===== src/rtl/ws2812b_chain_capture.sv =====
// WS2812B chain receiver: captures the first NUM_PIXELS pixels of each frame into a
// readable byte buffer, then regenerates the rest of the stream on dout for the next LED.
module ws2812b_chain_capture #(
  parameter  int NUM_PIXELS      = 4,
  parameter  int BYTES_PER_PIXEL = 3,
  parameter  int CNT_W           = 16,
  localparam int TOTAL           = NUM_PIXELS * BYTES_PER_PIXEL,
  localparam int ADDR_W          = (TOTAL > 1) ? $clog2(TOTAL) : 1,
  localparam int BC_W            = $clog2(TOTAL + 1)
) (
  input  logic              clk,
  input  logic              reset,
  input  logic              din,
  input  logic [CNT_W-1:0]  threshold_cycles,
  input  logic [CNT_W-1:0]  idle_ticks,
  input  logic [ADDR_W-1:0] rd_addr,
  output logic [7:0]        rd_data,
  input  logic              clear_flags,
  output logic              frame_done,
  output logic              short_frame,
  output logic              busy,
  output logic              dout
);

  typedef enum logic {CAPTURE, FORWARD} state_e;

  state_e                  state_q, state_d;
  logic                    din_q;
  logic [CNT_W-1:0]        high_cnt_q, high_cnt_d;
  logic [CNT_W-1:0]        low_cnt_q, low_cnt_d;
  logic [BC_W-1:0]         byte_cnt_q, byte_cnt_d;
  logic [2:0]              bit_cnt_q, bit_cnt_d;
  logic [6:0]              shreg_q, shreg_d;
  logic [TOTAL-1:0][7:0]   pix_buf_q, pix_buf_d;
  logic                    frame_done_q, frame_done_d;
  logic                    short_frame_q, short_frame_d;
  logic                    dout_q, dout_d;

  logic       bit_evt, bit_val, idle_evt, done_set, short_set;
  logic [7:0] new_byte;

  // Pulse width is measured on the registered copy, so the fall is seen one cycle early
  // on din itself and the bit is consumed in that same cycle.
  assign bit_evt  = din_q && !din;
  assign bit_val  = high_cnt_q > threshold_cycles;
  assign idle_evt = (idle_ticks != '0) && !din && (low_cnt_q == idle_ticks - CNT_W'(1));
  assign new_byte = {shreg_q, bit_val};

  always_comb begin
    high_cnt_d = din_q ? ((&high_cnt_q) ? high_cnt_q : high_cnt_q + CNT_W'(1)) : '0;
    low_cnt_d  = din   ? '0 : ((&low_cnt_q) ? low_cnt_q : low_cnt_q + CNT_W'(1));
  end

  always_comb begin
    state_d    = state_q;
    byte_cnt_d = byte_cnt_q;
    bit_cnt_d  = bit_cnt_q;
    shreg_d    = shreg_q;
    pix_buf_d  = pix_buf_q;
    done_set   = 1'b0;
    short_set  = 1'b0;
    if (idle_evt) begin
      state_d    = CAPTURE;
      byte_cnt_d = '0;
      bit_cnt_d  = '0;
      short_set  = (state_q == CAPTURE) && (byte_cnt_q != '0);
    end else if (state_q == CAPTURE && bit_evt) begin
      if (bit_cnt_q == 3'd7) begin
        pix_buf_d[byte_cnt_q[ADDR_W-1:0]] = new_byte;
        bit_cnt_d  = '0;
        byte_cnt_d = byte_cnt_q + BC_W'(1);
        if (byte_cnt_q == BC_W'(TOTAL - 1)) begin
          done_set = 1'b1;
          state_d  = FORWARD;
        end
      end else begin
        shreg_d   = new_byte[6:0];
        bit_cnt_d = bit_cnt_q + 3'd1;
      end
    end
  end

  // Flag set beats a coincident clear.
  assign frame_done_d  = done_set  | (frame_done_q  & ~clear_flags);
  assign short_frame_d = short_set | (short_frame_q & ~clear_flags);
  assign dout_d        = (state_q == FORWARD) && din;

  always_ff @(posedge clk) begin
    if (reset) begin
      state_q       <= CAPTURE;
      din_q         <= 1'b0;
      high_cnt_q    <= '0;
      low_cnt_q     <= '0;
      byte_cnt_q    <= '0;
      bit_cnt_q     <= '0;
      shreg_q       <= '0;
      pix_buf_q     <= '0;
      frame_done_q  <= 1'b0;
      short_frame_q <= 1'b0;
      dout_q        <= 1'b0;
    end else begin
      state_q       <= state_d;
      din_q         <= din;
      high_cnt_q    <= high_cnt_d;
      low_cnt_q     <= low_cnt_d;
      byte_cnt_q    <= byte_cnt_d;
      bit_cnt_q     <= bit_cnt_d;
      shreg_q       <= shreg_d;
      pix_buf_q     <= pix_buf_d;
      frame_done_q  <= frame_done_d;
      short_frame_q <= short_frame_d;
      dout_q        <= dout_d;
    end
  end

  assign rd_data     = (int'(rd_addr) < TOTAL) ? pix_buf_q[rd_addr] : 8'h00;
  assign frame_done  = frame_done_q;
  assign short_frame = short_frame_q;
  assign busy        = (state_q == CAPTURE) && (byte_cnt_q != '0 || bit_cnt_q != '0);
  assign dout        = dout_q;

endmodule

===== config.mk =====
export PLATFORM = sky130hd
export DESIGN_NAME = ws2812b_chain_capture
export DESIGN_NICKNAME = d
export VERILOG_FILES = /design/src/rtl/ws2812b_chain_capture.sv
export SDC_FILE = /design/constraint.sdc
export NUM_CORES = 1
export LEC_CHECK = 0
export BUFFER_PORTS_ARGS = -buffer_cell sky130_fd_sc_hd__buf_2
export CORE_ASPECT_RATIO = 1.75
export CORE_UTILIZATION = 41
export DETAILED_ROUTE_END_ITERATION = 12
export HOLD_SLACK_MARGIN = 0.1
export SKIP_LAST_GASP = 1
export SLEW_MARGIN = 10
export SYNTH_ARGS = -nofsm -noshare
export SYNTH_HDL_FRONTEND = slang
export SYNTH_SLANG_ARGS = --single-unit

===== constraint.sdc =====
create_clock -name clk -period 8.35 [get_ports clk]
set_input_delay 1.2525 -clock clk [delete_from_list [all_inputs] [get_ports clk]]
set_output_delay 1.2525 -clock clk [all_outputs]
set_load 0.005 [all_outputs]

**Word-level counts from Yosys, hierarchy flattened**

Index checks and enable logic that the tools add are counted.

- Flip-flop bits (word level): 147
- Input port bits: 40
- Output and inout bits: 12
- Word-level logic and storage cells: 78

- Add/subtract/negate cells: 5
- Magnitude comparators: 5
- Equal/unequal tests: 3
- Muxes and demuxes: 12
- Bitwise logic cells: 9
- Reduce and logical (&&, ||, !) cells: 22

Operators with widths:

| cell | count |
|---|---|
| $bwmux W96 | 1 |
| $add A16 B1 Y16 const B | 2 |
| $bmux W8 S4 | 1 |
| $demux W8 S4 | 1 |
| $reduce_and A16 Y1 | 2 |
| $mux W8 | 3 |
| $eq A16 B16 Y1 | 1 |
| $gt A16 B16 Y1 | 1 |
| $reduce_bool A16 Y1 | 1 |
| $sub A16 B1 Y16 const B | 1 |
| $lt A4 B5 Y1 const B | 2 |
| $reduce_and A3 Y1 | 3 |
| $logic_and A1 B1 Y1 | 8 |
| $reduce_or A2 Y1 | 3 |
| $mux W1 | 5 |
| $not A1 Y1 | 5 |
| $add A4 B1 Y4 const B | 1 |
| $eq A4 B4 Y1 const B | 1 |
| $ge A4 B1 Y1 const B | 1 |
| $lt A4 B4 Y1 const B | 1 |
| $reduce_bool A4 Y1 | 1 |
| $add A3 B1 Y3 const B | 1 |
| $eq A3 B3 Y1 const B | 1 |
| $mux W3 | 1 |
| other kinds (6) | 8 |

**Depth between registers and ports, before layout**

Gate-level depths: netlist (run 1).

- Depth after elaboration: 6
- Gate-level depth with buffers: 12
- Gate-level depth less buffers: 10

**Least setup slack after synthesis (run 1)**

Ideal clock, no wire load.

- Path type: input-to-output
- Start: input rd_addr[0]
- End: output rd_data[4]
- Data arrival time: 2.872 ns
- Path slack: 4.225 ns
- Stages on the path: 5
- Buffers on the path: 2
- Cells stage by stage: clkbuf_1 -> buf_1 -> mux4_2 -> mux2i_1 -> o21ai_0

- Word-level cells in the longest chain between the ends: 3

Ends and longest elaborated chain:

| item | RTL line | source |
|---|---|---|
| start: declaration | 16 | `input logic [ADDR_W-1:0] rd_addr,` |
| $bmux W8 S4 | 116 | `assign rd_data = (int'(rd_addr) < TOTAL) ? pix_buf_q[rd_addr] : 8'h00;` |
| $mux W8 (implied by the code) | 116 |  |
| $mux W8 * | 116 |  |
| end: declaration | 17 | `output logic [7:0] rd_data,` |

Every way passes the cells marked *; elsewhere a longest branch is shown, timed or not. The select of a mux whose other input is x is not followed.

**Worst setup path in the final report (run 1)**

- Start: input rd_addr[0]
- End: output rd_data[0]

Same word-level chain as after synthesis.

==> impl_metrics.csv, run 1 <==
group,metric,value,unit
run_status,status,"finished clean",
synth,synth_edf_count,0,
clocking,ctsRootBufferMaster,"clkbuf_16",
global_route,grt_pass1_vias,5716,
detailed_routing,routed_wl,17300,µm
final_layout,drive_above_1_share,0.163,
floorplanning,core_area,18100,µm²
power_and_ir_drop,p_leak,3.16,nW
power_and_ir_drop,switching_power,0.000348,W
detailed_routing,drcViolationCount,0,
sta,hold_viol,0,
detailed_routing,drtIter0Drc,297,
power_and_ir_drop,p_per_area,182,nW/µm²
global_route,grt_start_max_net_pins,111,
final_layout,layoutNonFillerInstCount,1072,
synth,netlist_area,7640,µm²
global_route,grt_use_total,0.189,
final_layout,syn_to_final_growth,12.1,%
sta,grt_setup_unrepaired,"false",
synth,synth_cell_types,56,
sta,slew_viol_final,0,
critical_path,crit_fanout,24,
sta,tns,0,ns
sta,fin_skew,0.0139,ns
synth,synth-seq-cells,147,
detailed_routing,vias,5860,
detailed_routing,wl_per_cell,16.1,µm
sta,setup_viol,0,
clocking,clkTransAtPathRegs,0.06,ns
sta,hold_ws,0.470,ns
detailed_routing,avgViaCountPerCell,5.47,
clocking,ctsResizeCount,0,
synth,yosysWarnings,0,
critical_path,ff2ff_setup_slack,5.50,ns
placed_design,dp.cells,1041,
synth,ys.flop_type,"dfxtp_1",
global_route,antenna_found_initial,0,
final_layout,fin_area,8570,µm²
floorplanning,num_rows,65,
clocking,clk_latency,0.42,ns
clocking,cts_hold_buf,0,
critical_path,rr_endpoint,"shreg_q[4]",
critical_path,crit_type,"input pin to output port",
detailed_routing,ant_nets,0,
power_and_ir_drop,switching_share,0.224,
global_route,gr-total-overflow,0,
floorplanning,start_util,0.421,
synth,syn-num-nets,871,
floorplanning,die_w,105,µm
critical_path,rr_startpoint,"low_cnt_q[8]",
min_path,hold_path_class,"register to register",
critical_path,r2r_cells,10,
power_and_ir_drop,p_comb_frac,0.048,
placed_design,portBuffers,51,
power_and_ir_drop,ir_worst_vdd,116,µV
critical_path,critical_path.startpoint_type,"input pin",
sta,period_needed,4.27,ns
synth,syn_inst,805,
min_path,holdPathStages,2,
power_and_ir_drop,power_frac_clock,0.500,
sta,worst_pin_slew,0.895,ns
synth,syn-mean-instance-area,9.50,µm²
min_path,hold_start,"pix_buf_q[92]",
floorplanning,dieArea,19200,µm²
placed_design,gpl.final_weighted_congestion,0.775,
clocking,htreeDepth,4,
critical_path,end_kind,"output port",
sta,fin_crit_sh,0.511,
sta,max-slew-margin-rel,0.403,
clocking,post_cts_buffers,0,
clocking,clk_path_buf_depth,2,
power_and_ir_drop,cell_internal_pwr,0.00121,W
detailed_routing,drtPass1Iterations,5,
min_path,holdPathEnd,"pix_buf_q[92]",
flow_run,max-cap-violations,0,
floorplanning,io_pins,52,
final_layout,fin_nets,892,
final_layout,antenna_cells,0,
critical_path,cp.required,7.10,ns
synth,yosysSeqAreaShare,0.385,
sta,fmax,234,MHz
global_route,grt_pass1_wl,28600,µm
clocking,cts_buffers,17,
floorplanning,die_h,183,µm
clocking,clock-sinks,147,
synth,synthArstFlopShare,0,
critical_path,cp.arrival,3.02,ns
clocking,tritoncts,"yes",
placed_design,dp_hpwl,12200,µm
power_and_ir_drop,seqPwrFrac,0.452,
placed_design,place_area,7970,µm²
==> per-layer routing <==
| metal | wire length [µm] | global-route usage |
|---|---|---|
| met3 | 430 | 0.0336 |
| met2 | 9330 | 0.358 |
| met1 | 7140 | 0.206 |
| met5 | 0 | 0 |
| met4 | 364 | 0.0715 |
==> per-stage QoR <==
step                utilization  setup slack, ns  power [W]
finish                    0.473             4.08    0.00156
global route              0.473             3.91    0.00161
CTS                       0.473             4.04    0.00158
detailed placement        0.439             4.05   0.000795
global placement          0.439             4.08   0.000794
floorplan                     -             4.23   0.000770
==> worst max path at each step <==
stage / startpoint / to / slack, ns / cells after the start
floorplan: rd_addr[0] / rd_data[4] / 4.23 / 5
global route: rd_addr[0] / rd_data[0] / 3.91 / 5
CTS: rd_addr[0] / rd_data[0] / 4.04 / 5
finish: rd_addr[0] / rd_data[0] / 4.08 / 5
detailed placement: rd_addr[0] / rd_data[0] / 4.05 / 5
global placement: rd_addr[0] / rd_data[0] / 4.08 / 5
==> worst max-delay path, stage by stage <==
cell and delay (ns):
buf_2 0.64, mux4_2 0.60, mux2i_1 0.17, o21ai_0 0.17, buf_2 0.17
==> synth_stat cells (4+ instances only) <==
master | number | area share
nand2_1 | 26 | 0.013
mux2i_1 | 29 | 0.038
nand2b_1 | 21 | 0.017
xnor2_1 | 19 | 0.022
nor3_1 | 13 | 0.0085
o21ai_0 | 99 | 0.065
buf_2 | 8 | 0.0052
o21ai_4 | 5 | 0.011
ha_1 | 26 | 0.043
a21oi_1 | 26 | 0.017
or3b_2 | 7 | 0.0080
dfxtp_1 | 147 | 0.39
nand4_1 | 13 | 0.011
buf_6 | 6 | 0.0088
nand3b_1 | 81 | 0.080
and3_1 | 17 | 0.014
clkbuf_1 | 29 | 0.014
xor2_1 | 23 | 0.026
nand3_1 | 20 | 0.013
nor2_1 | 59 | 0.029
o21ai_1 | 5 | 0.0033
inv_1 | 29 | 0.014
a31oi_1 | 4 | 0.0033
buf_1 | 8 | 0.0039
mux4_2 | 24 | 0.071
o2111ai_4 | 5 | 0.017
o21a_1 | 4 | 0.0039
nor2b_1 | 10 | 0.0082
==> state kept, by name, summed over array words and instances (netlist names), 3 cells and up <==
signal / count
bit_cnt_q: 3
byte_cnt_q: 4
high_cnt_q: 16
low_cnt_q: 16
pix_buf_q: 96
shreg_q: 7
==> power by group through the flow <==
stage | clock [W] | sequential [W] | combinational [W]
2_1_floorplan | 0 | 0.000719 | 0.0000507
3_3_place_gp | 0 | 0.000720 | 0.0000745
3_5_place_dp | 0 | 0.000720 | 0.0000750
4_1_cts | 0.000797 | 0.000704 | 0.0000752
5_1_grt | 0.000827 | 0.000704 | 0.0000814
6_report | 0.000778 | 0.000704 | 0.0000741
==> placed cells by master, fill, tap and decap left out, types with 4 or more instances in the layout <==
cell / netlist / final
mux2i_1: 29 / 29
nor3_1: 13 / 13
o21ai_0: 99 / 99
and3_1: 17 / 17
mux4_2: 24 / 24
xor2_1: 23 / 23
dfxtp_1: 147 / 147
ha_1: 26 / 26
nor2b_1: 10 / 10
nand3b_1: 81 / 81
nand4_1: 13 / 13
o21ai_4: 5 / 5
inv_1: 29 / 29
clkbuf_16: 0 / 17
buf_2: 8 / 51
buf_4: 2 / 4
inv_6: 0 / 4
a31oi_1: 4 / 4
or3b_2: 7 / 7
nand2_1: 26 / 26
a21oi_1: 26 / 26
o21a_1: 4 / 4
nand2b_1: 21 / 21
o21ai_1: 5 / 4
xnor2_1: 19 / 19
o2111ai_4: 5 / 5
nor2_1: 59 / 59
nand3_1: 20 / 20
==> cells by family (layout without fill, tap and decap cells) <==
logic type,Yosys count,after routing,synth area share
muxes,54,54,0.110
and+or+nand+nor,290,290,0.226
AOI/OAI and AO/OA,163,163,0.136
buffers and inverters,82,115,0.0485
adders and majority gates,26,26,0.0426
DFF,147,147,0.385
xor gates and xnor gates,43,43,0.0511
==> area by class of cell <==
class                   instances  area [µm²]
clock buffers                  17         425
clock inverters                14         176
fillers                      1766        9560
inverters                      29         109
multi-input cells             576        4340
flip-flops and latches        147        2940
well taps                     234         293
repair buffers                 55         285
Power figures use the tool's default switching activity.
==> run 2: changes to the inputs <==
Clock period 8.35 ns to 4.2 ns, I/O delays scaled along.
==> run 2 against run 1 <==
  * Final area grew 0.67%
  * Sequential cell count is the same
  * Sequential share of layout area fell by 0.23 points
  * Via count down 0.24%
  * Register-to-register slack worse by 4.0 ns
  * Core utilization grew 0.32 points
  * Setup slack lost 2.9 ns
  * Die area is the same
  * Clock skew about the same
  * Largest power group unchanged
==> impl_metrics.csv, run 2 (same netlist as run 1, synthesis figures left out) <==
group,metric,value,unit
sta,fmax,327,MHz
power_and_ir_drop,p_per_area,362,nW/µm²
min_path,hold_path_class,"register to register",
critical_path,cp.required,4.52,ns
sta,fin_skew,0.0134,ns
detailed_routing,ant_nets,0,
clocking,clkTransAtPathRegs,0.07,ns
global_route,grt_start_max_net_pins,54,
detailed_routing,drtPass1Iterations,4,
sta,hold_viol,0,
final_layout,regMostFlops,"pix_buf_q",
clocking,cts_buffers,17,
global_route,grt_pass1_wl,29000,µm
sta,setup_viol,0,
clocking,cts_hold_buf,0,
critical_path,cp.arrival,3.38,ns
final_layout,reg.largest.list,"pix_buf_q x96, high_cnt_q x16, low_cnt_q x16",
global_route,gr-total-overflow,0,
global_route,antenna_found_initial,0,
placed_design,portBuffers,51,
detailed_routing,wl_per_cell,16.4,µm
critical_path,critical_path.startpoint_type,"input pin",
flow_run,max-cap-violations,0,
clocking,post_cts_buffers,0,
floorplanning,io_pins,52,
placed_design,dp_hpwl,12700,µm
global_route,grt_use_total,0.193,
clocking,ctsRootBufferMaster,"clkbuf_16",
clocking,tritoncts,"yes",
critical_path,slowest_delay,0.52,ns
detailed_routing,drcViolationCount,0,
final_layout,seqCellArea,2940,µm²
final_layout,drive_above_1_share,0.170,
floorplanning,core_area,18100,µm²
floorplanning,num_rows,65,
floorplanning,die_w,105,µm
sta,fin_crit_sh,0.727,
sta,tns,0,ns
final_layout,largest_reg_flops,96,
final_layout,syn_to_final_growth,12.9,%
placed_design,place_area,8020,µm²
sta,slew_viol_final,0,
floorplanning,dieArea,19200,µm²
sta,max-slew-margin-rel,0.431,
global_route,grt_pass1_vias,5774,
floorplanning,start_util,0.421,
sta,worst_pin_slew,0.847,ns
critical_path,crit_fanout,16,
critical_path,path_cells,"buf_2 -> inv_1 -> ha_1 -> nor4b_1 -> a31oi_1 -> or4_1 -> o311ai_1 -> o21ai_2 -> buf_4 -> o2111ai_4 -> nand3b_1 -> o21ai_0",
power_and_ir_drop,p_leak,3.20,nW
clocking,clk_path_buf_depth,2,
sta,period_needed,3.05,ns
final_layout,mostFrequentLayoutCells,"dfxtp_1, o21ai_0, nand3b_1",
sta,grt_setup_unrepaired,"false",
placed_design,gpl.final_weighted_congestion,0.821,
final_layout,fin_nets,898,
clocking,clk_latency,0.42,ns
min_path,hold_start,"frame_done",
critical_path,end_kind,"register",
clocking,ctsResizeCount,0,
power_and_ir_drop,ir_worst_vdd,242,µV
final_layout,antenna_cells,0,
detailed_routing,routed_wl,17700,µm
floorplanning,die_h,183,µm
final_layout,fin_area,8630,µm²
critical_path,crit_slowest_cell,"or4_1",
final_layout,mostFrequentLayoutCell,"dfxtp_1",
detailed_routing,avgViaCountPerCell,5.42,
detailed_routing,drtIter0Drc,243,
critical_path,crit_start,"idle_ticks[0]",
detailed_routing,vias,5846,
clocking,htreeDepth,4,
critical_path,rr_startpoint,"high_cnt_q[1]",
final_layout,nFillCells,1752,
run_status,status,"finished clean",
critical_path,ff2ff_setup_slack,1.46,ns
final_layout,multi_input_area,4340,µm²
clocking,clock-sinks,147,
critical_path,crit_type,"input pin to register",
## run 2: cell count changes in the layout (fill, tap and decap cells not counted)
cell / delta
buf_4: +6
clkbuf_8: +1
clkinv_4: -2
clkinvlp_4: +1
inv_6: +1
## run 2: area by class of cell
class                   instances  area share
repair buffers                 61      0.0383
inverters                      29      0.0126
clock inverters                14      0.0203
well taps                     234      0.0339
flip-flops and latches        147       0.341
multi-input cells             576       0.503
clock buffers                  18      0.0509
## run 2: final timing paths
| kind | cells past startpoint | to |
|---|---|---|
| worst max register to register | 9 | pix_buf_q[72] |
| worst max-delay path | 12 | pix_buf_q[72] |
| worst min-delay path | 2 | frame_done |
| worst min register to register | 2 | frame_done |
## run 2: layer usage
layer / vias up / share of wire / global-route usage
li1: 2940 / - / -
met1: 2762 / 0.40 / 0.209
met2: 114 / 0.55 / 0.365
met3: 30 / 0.028 / 0.0329
met4: 0 / 0.026 / 0.0766
met5: - / 0 / 0
## run 2: metrics by stage
stage	util	worst slack, ns	hold WS, ns	cells	power, W
6_report	0.476	1.15	0.473	1079	0.00312
5_1_grt	0.476	1.00	0.485	1079	0.00324
4_1_cts	0.476	1.19	0.474	1079	0.00316
2_1_floorplan	-	1.30	0.445	805	0.00153
3_5_place_dp	0.442	0.799	0.463	1047	0.00158
3_3_place_gp	0.442	0.878	0.458	1047	0.00158
## run 2: power by group
group / total (W) / internal, W / switching (W) / leakage, nW
Combinational: 0.000151 / 0.0000680 / 0.0000827 / 1.72
Clock: 0.00157 / 0.000958 / 0.000611 / 0.294
Sequential: 0.00140 / 0.00140 / 0.00000347 / 1.18
## run 2: worst max-delay path: cells and delay by family
| family | cells | cell delay, ns |
|---|---|---|
| compound gates | 5 | 0.97 |
| fa+ha+maj | 1 | 0.30 |
| buf+inv | 3 | 0.45 |
| simple gates | 3 | 1.02 |
